## src/rtl/quad_input_filter.sv

```systemverilog
// quad_input_filter
// Conditions raw quadrature encoder pins: a two-flop synchronizer per channel,
// then a stability filter that only passes a value once it has disagreed with
// the current output for FILTER_LEN consecutive cycles. Simultaneous A/B output
// changes are illegal in quadrature and are flagged and counted.
module quad_input_filter #(
    parameter int FILTER_LEN = 4,
    parameter int ERR_W      = 16
) (
    input  logic             clk,
    input  logic             reset,
    input  logic             enable,
    input  logic             clr_err,
    input  logic             enc_a_raw,
    input  logic             enc_b_raw,
    output logic             enc_a,
    output logic             enc_b,
    output logic             valid,
    output logic             err_pulse,
    output logic [ERR_W-1:0] err_count
);

    localparam logic [7:0]       CNT_LAST = 8'(FILTER_LEN - 1);
    localparam logic [ERR_W-1:0] ERR_MAX  = {ERR_W{1'b1}};

    typedef enum logic [1:0] {
        FILL,
        LOAD,
        RUN
    } state_t;

    state_t     state;
    logic [1:0] fill_cnt;
    logic       sa1;
    logic       sa2;
    logic       sb1;
    logic       sb2;
    logic [7:0] cnt_a;
    logic [7:0] cnt_b;
    logic       flip_a;
    logic       flip_b;
    logic       err_detect;

    // Two-flop synchronizers, free-running regardless of state or enable.
    always_ff @(posedge clk or posedge reset) begin
        if (reset) begin
            sa1 <= 1'b0;
            sa2 <= 1'b0;
            sb1 <= 1'b0;
            sb2 <= 1'b0;
        end else begin
            sa1 <= enc_a_raw;
            sa2 <= sa1;
            sb1 <= enc_b_raw;
            sb2 <= sb1;
        end
    end

    // A channel flips on this edge when its filter count has run out.
    always_comb begin
        flip_a = 1'b0;
        flip_b = 1'b0;
        if (state == RUN && enable) begin
            flip_a = (sa2 != enc_a) && (cnt_a == CNT_LAST);
            flip_b = (sb2 != enc_b) && (cnt_b == CNT_LAST);
        end
    end

    assign err_detect = flip_a & flip_b;

    // Startup sequencing, per-channel stability filters and the error flag.
    always_ff @(posedge clk or posedge reset) begin
        if (reset) begin
            state     <= FILL;
            fill_cnt  <= 2'd0;
            enc_a     <= 1'b0;
            enc_b     <= 1'b0;
            valid     <= 1'b0;
            cnt_a     <= 8'd0;
            cnt_b     <= 8'd0;
            err_pulse <= 1'b0;
        end else begin
            err_pulse <= err_detect;
            case (state)
                FILL: begin
                    fill_cnt <= fill_cnt + 2'd1;
                    if (fill_cnt == 2'd1) begin
                        state <= LOAD;
                    end
                end
                LOAD: begin
                    enc_a    <= sa2;
                    enc_b    <= sb2;
                    cnt_a    <= 8'd0;
                    cnt_b    <= 8'd0;
                    valid    <= 1'b1;
                    fill_cnt <= 2'd0;
                    state    <= RUN;
                end
                RUN: begin
                    if (enable) begin
                        if (sa2 == enc_a) begin
                            cnt_a <= 8'd0;
                        end else if (flip_a) begin
                            enc_a <= sa2;
                            cnt_a <= 8'd0;
                        end else begin
                            cnt_a <= cnt_a + 8'd1;
                        end
                        if (sb2 == enc_b) begin
                            cnt_b <= 8'd0;
                        end else if (flip_b) begin
                            enc_b <= sb2;
                            cnt_b <= 8'd0;
                        end else begin
                            cnt_b <= cnt_b + 8'd1;
                        end
                    end else begin
                        cnt_a <= 8'd0;
                        cnt_b <= 8'd0;
                    end
                end
                default: begin
                    state <= FILL;
                end
            endcase
        end
    end

    // Saturating illegal-transition counter; a clear is applied before the increment.
    always_ff @(posedge clk or posedge reset) begin
        if (reset) begin
            err_count <= '0;
        end else if (clr_err) begin
            err_count <= ERR_W'(err_detect);
        end else if (err_detect && err_count != ERR_MAX) begin
            err_count <= err_count + ERR_W'(1);
        end
    end

endmodule

```

## config.mk

```make
export PLATFORM = sky130hd
export DESIGN_NAME = quad_input_filter
export DESIGN_NICKNAME = d
export VERILOG_FILES = /design/src/rtl/quad_input_filter.sv
export SDC_FILE = /design/constraint.sdc
export NUM_CORES = 1
export LEC_CHECK = 0
export ABC_AREA = 1
export ABC_CLOCK_PERIOD_IN_PS = 4100
export BUFFER_PORTS_ARGS = -buffer_cell sky130_fd_sc_hd__buf_2
export CORE_MARGIN = 4
export CORE_UTILIZATION = 40
export DETAILED_ROUTE_END_ITERATION = 16
export SLEW_MARGIN = 5
export SYNTH_ARGS = -nofsm -noshare
export SYNTH_HDL_FRONTEND = slang
export SYNTH_SLANG_ARGS = --single-unit
export TNS_END_PERCENT = 1
```

## constraint.sdc

```tcl
create_clock -name clk -period 4.1 [get_ports clk]
set_input_delay 0.41 -clock clk [delete_from_list [all_inputs] [get_ports clk]]
set_output_delay 0.41 -clock clk [all_outputs]
set_load 0.05 [all_outputs]
```

Yosys cells after proc, flatten, opt, wreduce, memory -nomap -nowiden
Index checks and enable logic that the tools add are counted.

operators by class
  mux-type cells = 23
  reductions and logical operators = 11
  $add $sub $neg = 4
  equal/unequal tests = 16
  bitwise operators = 2

operators with widths
  kind                     count
  $mux W8                  6
  $mux W16                 2
  $pmux W8 S2              2
  $add A16 B1 Y16 const B  1
  $add A8 B1 Y8 const B    2
  $eq A8 B2 Y1 const B     2
  $ne A16 B16 Y1 const B   1
  $ne A2 B2 Y1 const B     6
  $mux W1                  8
  $reduce_and A4 Y1        2
  $pmux W2 S3              1
  $reduce_bool A2 Y1       3
  $eq A2 B1 Y1 const B     2
  $logic_and A1 B1 Y1      4
  $pmux W1 S2              2
  $pmux W2 S2              1
  $add A2 B1 Y2 const B    1
  $eq A1 B1 Y1             2
  $eq A2 B2 Y1 const B     1
  $logic_not A2 Y1         1
  $mux W2                  1
  $ne A1 B1 Y1             2
  $reduce_and A2 Y1        1
  $and A1 B1 Y1            1
  $not A1 Y1               1

word-level totals
  flip-flop bits (word level) = 44
  output and inout port bits = 20
  logic and storage cells = 69
  input bits = 6

Logic depth before layout (Yosys ltp)
Gate-level depths: netlist (run 1).

  word-level depth = 7
  mapped depth = 11
  depth with buffers taken out = 10

Worst setup path after synthesis (run 1)
No wires, ideal clock.

  path kind = register -> register
  from = register err_count[0]
  to = register err_count[2]
  slack = 2.205 ns
  required time = 3.982 ns
  cell stages (with the launch flop) = 10
  path buffers = 1
  clock period less this slack = 1.895 ns
  setup time = 0.118 ns
  arrival = 1.777 ns
  path through = dfrtp_1 ha_1 nand3_4 clkinv_2 nand4_4 nand3_4 nand2_4 buf_12 nand2_2 nand2_2

on the way
  word-level cells in the longest chain between the ends = 3
  elaborated cells on any way between the ends = 6
  classes of those cells = 1 x add/sub; 1 x eq/ne; 2 x mux; 2 x reduce/logical

RTL lines
  what                                                      RTL line  text
  from (decl)                                               20        output logic [ERR_W-1:0] err_count
  from (signal assigned)                                    135       err_count <= ERR_W'(err_detect);
  from (signal assigned)                                    137       err_count <= err_count + ERR_W'(1);
  $add A16 B1 Y16 / $ne A16 B16 Y1 (equally long branches)  137, 136
  $mux W16 / $logic_and A1 B1 Y1 (equally long branches)    136       end else if (err_detect && err_count != ERR_MAX) begin
  $mux W16 / $reduce_bool A2 Y1 (equally long branches)     -

Parallel ways exist; a longest one is shown, timed or not. The select of a mux whose other input is x is not followed.
A chain may end at the register's enable or synchronous reset.

Final worst setup path (run 1)
  from = register state[1]
  to = register cnt_b[7]

on the way
  word-level cells in the longest chain between the ends = 7
  elaborated cells on any way between the ends = 9
  classes of those cells = 2 x eq/ne; 5 x mux; 2 x reduce/logical

RTL lines
  what                    RTL line  text
  from (decl)             32        state_t state;
  from (signal assigned)  74        state <= FILL;
  from (signal assigned)  88        state <= LOAD;
  from (signal assigned)  98        state <= RUN;
  $eq A2 B2 Y1            63, 84
  $logic_and A1 B1 Y1     63        if (state == RUN && enable) begin
  $mux W1                 63
  $mux W8                 112       end else if (flip_b) begin
  $mux W8                 110       if (sb2 == enc_b) begin
  $mux W8                 101       if (enable) begin
  $pmux W8 S2             84        case (state)
  to (signal assigned)    116       cnt_b <= cnt_b + 8'd1;
  to (decl)               39        logic [7:0] cnt_b;

Parallel ways exist; a longest one is shown, timed or not.

==> flow_summary.toml, run 1 <==
[outcome]
status = "finished, final reports clean"

[sta]
relSlewSlack_pct = 38.47
period_needed_ps = 1998
finalMaxSlewViolations = 0
rsz0062_at_grt = "no"
fmax_ghz = 0.5004
finalSetupViolCount = 0
worst_pin_slew_ps = 921.7
fin_hold_ws_ps = 211.3
hold_violations = 0
fin_skew_ps = 8.038
fin_crit_sh_pct = 48.74
tns_ps = 0

[worst_hold_path]
holdCritPathClass = "primary input to register"
hp-start = "enc_b_raw"
hold_end = "sb1"
worstHoldPathCells = 1

[power]
p_sw_share_pct = 26.70
peakVddDrop_mv = 0.1652
intPower_w = 0.0006537
combPwrFrac_pct = 11.0
p_per_area_nw_per_um2 = 306.6
p_sw_w = 0.0002381
p_seq_share_pct = 51.7
pwr-share-clk_pct = 37.3
total_leakage_power_nw = 1.378
totalPowerFinal_w = 0.0008918

[clock_network]
cts_resized = 0
clk_latency_ps = 300
htree_levels = 2
clock_sinks = 44
cts.hold.buffers_added = 0
cts_made_buffers = 5
postCtsSetupRepairBufs = 0
cts_buffer_depth = 2
cts_tree = "yes"
clkSlewWorstSetupHoldPaths_ps = 80
clockRootBuffer = "clkbuf_8"

[final_layout]
drive_gt1_share_pct = 20.06
fillCellCount = 620
design_area_um2 = 2909
multi_input_area_um2 = 1368
fin_nets = 371
area_delta_synth_final_pct = 10.77
diodes = 0
layout_commonest_cell = "nand2_1"
final-seq-area_um2 = 1101
postLayoutCoreUtil_pct = 45.81
most-common-layout-cells = "nand2_1, nor2_1, dfrtp_1"

[critical_path]
critPathTopFamily = "simple AND/OR/NAND/NOR gates"
crit_type = "register to register"
rr_startpoint = "state[1]"
arrival_ps = 2230
rrSetupSlack_ps = 2100
path_common_cell = "nand2_1"
cp.buffers_inverters = 2
crit_fanout = 15
start_kind = "register"
rr_endpoint = "cnt_b[7]"
crit_chain = "inv_1, ha_1, inv_2, nor3_4, nand2_1, nor2_1, nand2_1, nand2_1, nand2_1, nor2_1"
required_ps = 4330
slowest_stage = "ha_1"
cpPeakStageDelay_ps = 560
reg2regPathDepth = 10
worstSetupEndpointType = "register"

[synthesis]
ys_dominant_reg_cell = "dfrtp_1"
synth_seq_cells = 44
synthCells = 332
avgSynthCellArea_um2 = 7.910
syn-num-nets = 345
yosysWarnings = 0
async_flop_share_pct = 100.0
ys_seq_area_share_pct = 41.92
yosysUniqueCellTypes = 35
synth_area_um2 = 2626
synth_edf_count = 0

[die]
start_util_pct = 41.36
fp-row-count = 29
die_area_um2 = 7926
ios = 26
die_w_um = 89.03
coreArea_um2 = 6350
die_h_um = 89.03

[placed_design]
gp_congestion = 0.8331
io_buffer_count = 25
hpwl_um = 3842
place_area_um2 = 2801

[drt]
via_per_inst = 4.995
drt_iter0_drc = 86
route.detailed.drc = 0
drt_wl_total_um = 5359
wl_per_cell_um = 12.29
postRouteAntennaNets = 0
vias = 2178
first_pass_iters = 6

[global_routing]
globalRouteOverflowTotal = 0
grt_start_max_net_pins = 45
grt_pass1_wl_um = 9466
antenna_found_initial = 0
grt_pass1_vias = 2085
gr-usage-all-layers_pct = 15.28

[job]
maxCapViolCount = 0
## cells by family after synthesis
logic type / count (synthesis) / share of synthesized area (%)
adder cells (fa/ha/maj): 7 / 3.335
AO/OA/AOI/OAI: 20 / 4.431
XOR/XNOR: 11 / 3.668
AND/OR/NAND/NOR: 213 / 39.88
flip-flops: 44 / 41.92
buffers and inverters: 35 / 6.002
multiplexers: 2 / 0.7623
## sequential cells by signal, indices dropped and copies added, names as in the netlist, 2 cells and up
signal / cells
cnt_b: 8
cnt_a: 8
state: 2
fill_cnt: 2
err_count: 16
## Yosys cell counts, types with 4 or more instances
cell type | count | area (um2)
xor2_1 | 7 | 61.31
nor2_4 | 4 | 45.04
inv_1 | 26 | 97.59
nand3_1 | 30 | 150.1
ha_1 | 7 | 87.58
nor2_1 | 51 | 191.4
o21bai_1 | 4 | 30.03
nand2_1 | 75 | 281.5
nor3_1 | 10 | 50.05
xnor2_1 | 4 | 35.03
a21oi_1 | 8 | 40.04
nand4_1 | 9 | 56.30
dfrtp_1 | 44 | 1101
nand2_2 | 22 | 137.6
## how the worst max path moves through the flow
stage	start	end	slack, ps	cells after the start
finish	state[1]	cnt_b[7]	2100	10
global route	state[1]	cnt_b[7]	1860	10
CTS	state[1]	cnt_b[7]	2080	10
detailed placement	state[1]	cnt_b[7]	2080	10
global placement	state[1]	cnt_b[7]	2180	9
floorplan	err_count[0]	err_count[2]	2210	9
## per-layer routing
| metal | GRT usage (%) | wire (um) | up-vias |
|---|---|---|---|
| met3 | 4.055 | 231 | 7 |
| li1 | - | - | 1132 |
| met1 | 18.00 | 2337 | 998 |
| met4 | 5.413 | 72 | 0 |
| met2 | 26.79 | 2716 | 41 |
| met5 | 0 | 0 | - |
## power groups by stage
stage          clock (W)  sequential [W]  combinational [W]
4_1_cts         0.000348        0.000461           0.000101
3_5_place_dp           0        0.000470           0.000101
6_report        0.000333        0.000461          0.0000981
2_1_floorplan          0        0.000489          0.0000573
5_1_grt         0.000363        0.000464           0.000113
3_3_place_gp           0        0.000470          0.0000994
## final cells by class
cell class / count / share of cell area [%]
clock buffers: 6 / 2.495
clock inverters: 2 / 1.204
flip-flops and latches: 44 / 37.85
multi-input cells: 253 / 47.01
inverters: 29 / 3.828
repair buffers: 25 / 4.301
well taps: 77 / 3.312
## through the flow
step                      cells  setup WS (ps)
after floorplan             332           2205
after global placement      428           2178
after detailed placement    428           2085
after CTS                   436           2077
after global routing        436           1857
final                       436           2102
Power figures use the tool's default switching activity.
==> run 2, diff against run 1 <==
--- a/config.mk
+++ b/config.mk
@@ -6,7 +6,7 @@
 export NUM_CORES = 1
 export LEC_CHECK = 0
 export ABC_AREA = 1
-export ABC_CLOCK_PERIOD_IN_PS = 4100
+export ABC_CLOCK_PERIOD_IN_PS = 1700
 export BUFFER_PORTS_ARGS = -buffer_cell sky130_fd_sc_hd__buf_2
 export CORE_MARGIN = 4
 export CORE_UTILIZATION = 40
==> constraint.sdc (replaced) <==
create_clock -name clk -period 1.7 [get_ports clk]
set_input_delay 0.17 -clock clk [delete_from_list [all_inputs] [get_ports clk]]
set_output_delay 0.17 -clock clk [all_outputs]
set_load 0.05 [all_outputs]
==> run 2 against run 1 <==
Die area stayed put. Global-route usage is 0.12 points higher. Non-clock buffer count is 22 higher. Clock skew is essentially flat. Largest cell class unchanged.
==> flow_summary.toml, run 2 (synthesis results as in run 1) <==
[final_layout]
layout_commonest_cell = "nand2_1"
diodes = 0
max_flop_register = "err_count"
most-common-layout-cells = "nand2_1, nor2_1, dfrtp_1"
fillCellCount = 612
final-seq-area_um2 = 1109
multi_input_area_um2 = 1393
drive_gt1_share_pct = 27.56
postLayoutCoreUtil_pct = 49.42
top_regs = "err_count (16), cnt_a (8), cnt_b (8)"
area_delta_synth_final_pct = 19.49
largest_reg_flops = 16
fin_nets = 393

[drt]
drt_iter0_drc = 63
route.detailed.drc = 0
drt_wl_total_um = 5645
postRouteAntennaNets = 0
vias = 2239
first_pass_iters = 4
wl_per_cell_um = 12.33
via_per_inst = 4.889

[clock_network]
cts_made_buffers = 5
clock_sinks = 44
clockRootBuffer = "clkbuf_8"
htree_levels = 2
clk_latency_ps = 300
cts_tree = "yes"
clkSlewWorstSetupHoldPaths_ps = 90
cts_buffer_depth = 2

[global_routing]
antenna_found_initial = 0
grt_start_max_net_pins = 45
globalRouteOverflowTotal = 0
gr-usage-all-layers_pct = 15.40
grt_pass1_vias = 2157
grt_pass1_wl_um = 9749

[die]
die_w_um = 89.03
die_h_um = 89.03
fp-row-count = 29
die_area_um2 = 7926
coreArea_um2 = 6350
start_util_pct = 41.36
ios = 26

[critical_path]
required_ps = 1900
start_kind = "register"
rr_startpoint = "state[0]"
rr_endpoint = "err_count[9]"
reg2regPathDepth = 10
arrival_ps = 1780
rrSetupSlack_ps = 120
worstSetupStartpoint = "state[0]"
endpoint = "err_count[9]"
crit_type = "register to register"
worstSetupEndpointType = "register"
crit_fanout = 6

[placed_design]
hpwl_um = 4139
io_buffer_count = 25
gp_congestion = 0.7983

[power]
pwr-share-clk_pct = 37.8
p_seq_share_pct = 50.1
p_per_area_nw_per_um2 = 707.7
totalPowerFinal_w = 0.002221
p_sw_w = 0.0006130
total_leakage_power_nw = 1.478
intPower_w = 0.001608
p_sw_share_pct = 27.60
peakVddDrop_mv = 0.3783
combPwrFrac_pct = 12.0

[sta]
fin_skew_ps = 7.609
finalSetupViolCount = 0
fin_hold_ws_ps = 300.2
fin_crit_sh_pct = 93.08
hold_violations = 0
tns_ps = 0
relSlewSlack_pct = 74.17
fmax_ghz = 0.6320
finalMaxSlewViolations = 0
period_needed_ps = 1582
rsz0062_at_grt = "yes"
worst_pin_slew_ps = 387.1

[job]
maxCapViolCount = 0

[worst_hold_path]
holdCritPathClass = "primary input to register"

[outcome]
status = "finished, final reports clean"
run 2: worst min-delay path by stage:
| stage | start | end | slack, ps | cells past startpoint |
|---|---|---|---|---|
| after floorplan | enc_a_raw | sa1 | 200 | 0 |
| after global placement | reset | valid | 230 | 3 |
| after detailed placement | reset | err_pulse | 230 | 3 |
| after CTS | enable | err_pulse | 310 | 5 |
| after global routing | enable | err_pulse | 330 | 5 |
| final | enable | err_pulse | 300 | 5 |
run 2: critical path, cell delays in order (launching register included):
cell and delay [ps]:
dfrtp_1 390, inv_1 110, ha_2 190, nand2_2 70, clkinv_2 80, nand3_2 90, nor2_4 130, nand3_4 110
buf_4 170, nand3_1 90, nand2_2 50
run 2: layout make-up:
class	instances	share of cell area, %
clock buffers	5	2.193
inverters	29	3.549
well taps	77	3.070
clock inverters	3	1.475
repair buffers	47	10.01
multi-input cells	253	44.38
flip-flops and latches	44	35.33
run 2: stage by stage:
stage | setup slack (ps) | cell area, um2 | cells
after global placement | 122.6 | 2944 | 444
after detailed placement | 80.64 | 2944 | 444
after floorplan | 1.891 | 2636 | 332
after CTS | 54.68 | 3089 | 455
after global routing | -12.85 | 3138 | 458
final | 117.7 | 3138 | 458
run 2: routing by layer:
| layer | track usage [%] | vias up | part of all wire [%] |
|---|---|---|---|
| li1 | - | 1165 | - |
| met1 | 19.21 | 1030 | 45 |
| met2 | 26.25 | 38 | 50 |
| met3 | 3.134 | 6 | 4.0 |
| met4 | 5.819 | 0 | 1.2 |
| met5 | 0 | - | 0 |
run 2: power by group through the flow:
| stage | clock network, W | registers (W) | logic, W |
|---|---|---|---|
| after CTS | 0.000869 | 0.00111 | 0.000269 |
| after detailed placement | 0 | 0.00113 | 0.000262 |
| after floorplan | 0 | 0.00118 | 0.000138 |
| after global placement | 0 | 0.00113 | 0.000260 |
| after global routing | 0.000913 | 0.00112 | 0.000300 |
| final | 0.000840 | 0.00111 | 0.000267 |
run 2: timing repair:
item	4_1_cts	5_1_grt
buffers inserted	0	3
endpoints found under the setup margin	0	21
resized for setup	0	8
hold buffers	3	0
hold endpoints to repair	46	0
==> run 3, diff against run 2 <==
--- a/config.mk
+++ b/config.mk
@@ -6,7 +6,7 @@
 export NUM_CORES = 1
 export LEC_CHECK = 0
 export ABC_AREA = 1
-export ABC_CLOCK_PERIOD_IN_PS = 1700
+export ABC_CLOCK_PERIOD_IN_PS = 1400
 export BUFFER_PORTS_ARGS = -buffer_cell sky130_fd_sc_hd__buf_2
 export CORE_MARGIN = 4
 export CORE_UTILIZATION = 40
==> constraint.sdc (replaced) <==
create_clock -name clk -period 1.4 [get_ports clk]
set_input_delay 0.14 -clock clk [delete_from_list [all_inputs] [get_ports clk]]
set_output_delay 0.14 -clock clk [all_outputs]
set_load 0.05 [all_outputs]
==> run 3 against run 2 <==
The run now ends with setup timing left. Clock power shrank 4.8%. Total power is 16% higher. Final area increased by 13%. Sequential share of layout area is 3.5 points lower. Clock-buffer cell count is 1 higher. Utilization rose by 6.2 points. Combinational power grew 62%. Register-to-register slack worse by 250 ps. Largest cell class unchanged.
==> flow_summary.toml, run 3 (synthesis results as in run 1) <==
[outcome]
status = "finished with violations"
violations = "setup timing"

[clock_network]
cts_tree = "yes"
clock_sinks = 44
clockRootBuffer = "clkbuf_8"
clk_latency_ps = 300
clkSlewWorstSetupHoldPaths_ps = 90
cts_made_buffers = 5
cts_buffer_depth = 2
htree_levels = 2

[final_layout]
fillCellCount = 612
max_flop_register = "err_count"
layout_commonest_cell = "nand2_1"
area_delta_synth_final_pct = 34.45
diodes = 0
stdcell_count = 498
top_regs = "err_count (16), cnt_a (8), cnt_b (8)"
most-common-layout-cells = "nand2_1, buf_4, nor2_1"
fin_nets = 433
largest_reg_flops = 16
drive_gt1_share_pct = 40.86

[sta]
fin_skew_ps = 14.39
fin_crit_sh_pct = 109.4
tns_ps = -2231
period_needed_ps = 1532
hold_violations = 0
rsz0062_at_grt = "yes"
finalSetupViolCount = 24
worst_pin_slew_ps = 277.8
timing.final.ws_setup_ps = -132.3
finalMaxSlewViolations = 0
relSlewSlack_pct = 81.41
fmax_ghz = 0.6526

[drt]
drt_iter0_drc = 117
postRouteAntennaNets = 0
wl_per_cell_um = 12.31
first_pass_iters = 4
drt_wl_total_um = 6130
via_per_inst = 4.803
route.detailed.drc = 0
vias = 2392

[global_routing]
grt_pass1_vias = 2374
grt_use_met1_pct = 21.42
globalRouteOverflowTotal = 0
busiest_layer = "met2"
grtUsageMet3_pct = 3.226
grt_use_met2_pct = 29.01
gr-usage-all-layers_pct = 17.02
grt_start_max_net_pins = 45
grt_pass1_wl_um = 10630
antenna_found_initial = 0

[power]
intPower_w = 0.001833
p_seq_share_pct = 52.1
total_leakage_power_nw = 1.687
p_per_area_nw_per_um2 = 728.5
peakVddDrop_mv = 0.4689
combPwrFrac_pct = 16.8
p_sw_w = 0.0007397
p_sw_share_pct = 28.76
pwr-share-clk_pct = 31.1

[critical_path]
rr_startpoint = "state[0]"
rr_endpoint = "err_count[13]"
required_ps = 1600
path_common_cell = "nand2_2"
cpPeakStageDelay_ps = 400
worstSetupStartpoint = "state[0]"
reg2regPathDepth = 10
start_kind = "register"
worstSetupEndpointType = "register"
slowest_stage = "dfrtp_1"
arrival_ps = 1730
crit_fanout = 6
crit_type = "register to register"
rrSetupSlack_ps = -130
crit_chain = "inv_2, ha_4, nand2_2, clkinv_2, nand3_2, nor2_4, nand3_4, buf_4, nand3_1, nand2_2"

[worst_hold_path]
hold_end = "err_count[14]"
worstHoldPathCells = 4
hp-start = "clr_err"
holdCritPathClass = "primary input to register"

[placed_design]
hpwl_um = 4561
dp.cells = 485
io_buffer_count = 25
gp_congestion = 0.8408

[die]
die_area_um2 = 7926
die_w_um = 89.03
coreArea_um2 = 6350
die_h_um = 89.03
start_util_pct = 41.36
ios = 26
fp-row-count = 29

[job]
maxCapViolCount = 0
## run 3: final cells by class
| type | count | area (um2) | share of cell area (%) |
|---|---|---|---|
| repair buffers | 87 | 623.1 | 17.65 |
| inverters | 29 | 113.9 | 3.225 |
| clock inverters | 2 | 12.51 | 0.3544 |
| multi-input cells | 253 | 1490 | 42.20 |
| flip-flops and latches | 44 | 1122 | 31.79 |
| clock buffers | 6 | 72.57 | 2.055 |
| well taps | 77 | 96.34 | 2.729 |
## run 3: timing repair
action                                  CTS  global route
setup buffers                             2             0
endpoints found under the hold margin    46             0
hold buffers                              3             0
resized for setup                        18            12
pin swaps                                 4             8
endpoints found under the setup margin   32            35
## run 3: power by group through the flow
stage / Sequential [W] / Combinational, W / Clock [W]
4_1_cts: 0.00134 / 0.000430 / 0.000826
2_1_floorplan: 0.00143 / 0.000168 / 0
5_1_grt: 0.00135 / 0.000479 / 0.000880
3_5_place_dp: 0.00136 / 0.000403 / 0
6_report: 0.00134 / 0.000433 / 0.000800
3_3_place_gp: 0.00136 / 0.000398 / 0
## run 3: how the worst max path moves through the flow
stage                                to  slack [ps]  cells after the start
after global placement     err_count[7]        -140                     10
after global routing           cnt_b[7]        -250                     10
after floorplan            err_count[2]        -190                      9
after CTS                 err_count[13]        -130                     10
final                     err_count[13]        -130                     10
after detailed placement   err_count[9]        -190                     10
## run 3: critical path, delay by kind of cell (launching register included)
| kind | cells | cell delay [ps] |
|---|---|---|
| buf+inv | 3 | 370 |
| simple gates | 6 | 520 |
| flops | 1 | 400 |
| fa+ha+maj | 1 | 150 |
## run 3: stage by stage
step	worst slack (ps)	hold slack (ps)	util, %	total power, W	instance area, um2
final	-132.3	223.3	55.61	0.002572	3531
after global routing	-254.9	231.2	55.61	0.002708	3531
after CTS	-131.4	224.3	54.84	0.002596	3482
after detailed placement	-188.8	193.8	51.78	0.001768	3288
after global placement	-142.0	194.6	51.78	0.001762	3288
after floorplan	-188.3	171.4	-	0.001602	2660
## run 3: layer usage
layer  part of all wire (%)  vias to the layer above
met2                     48                       38
li1                       -                     1252
met3                    3.2                        9
met1                     47                     1093
met4                    1.6                        0
met5                      0                        -
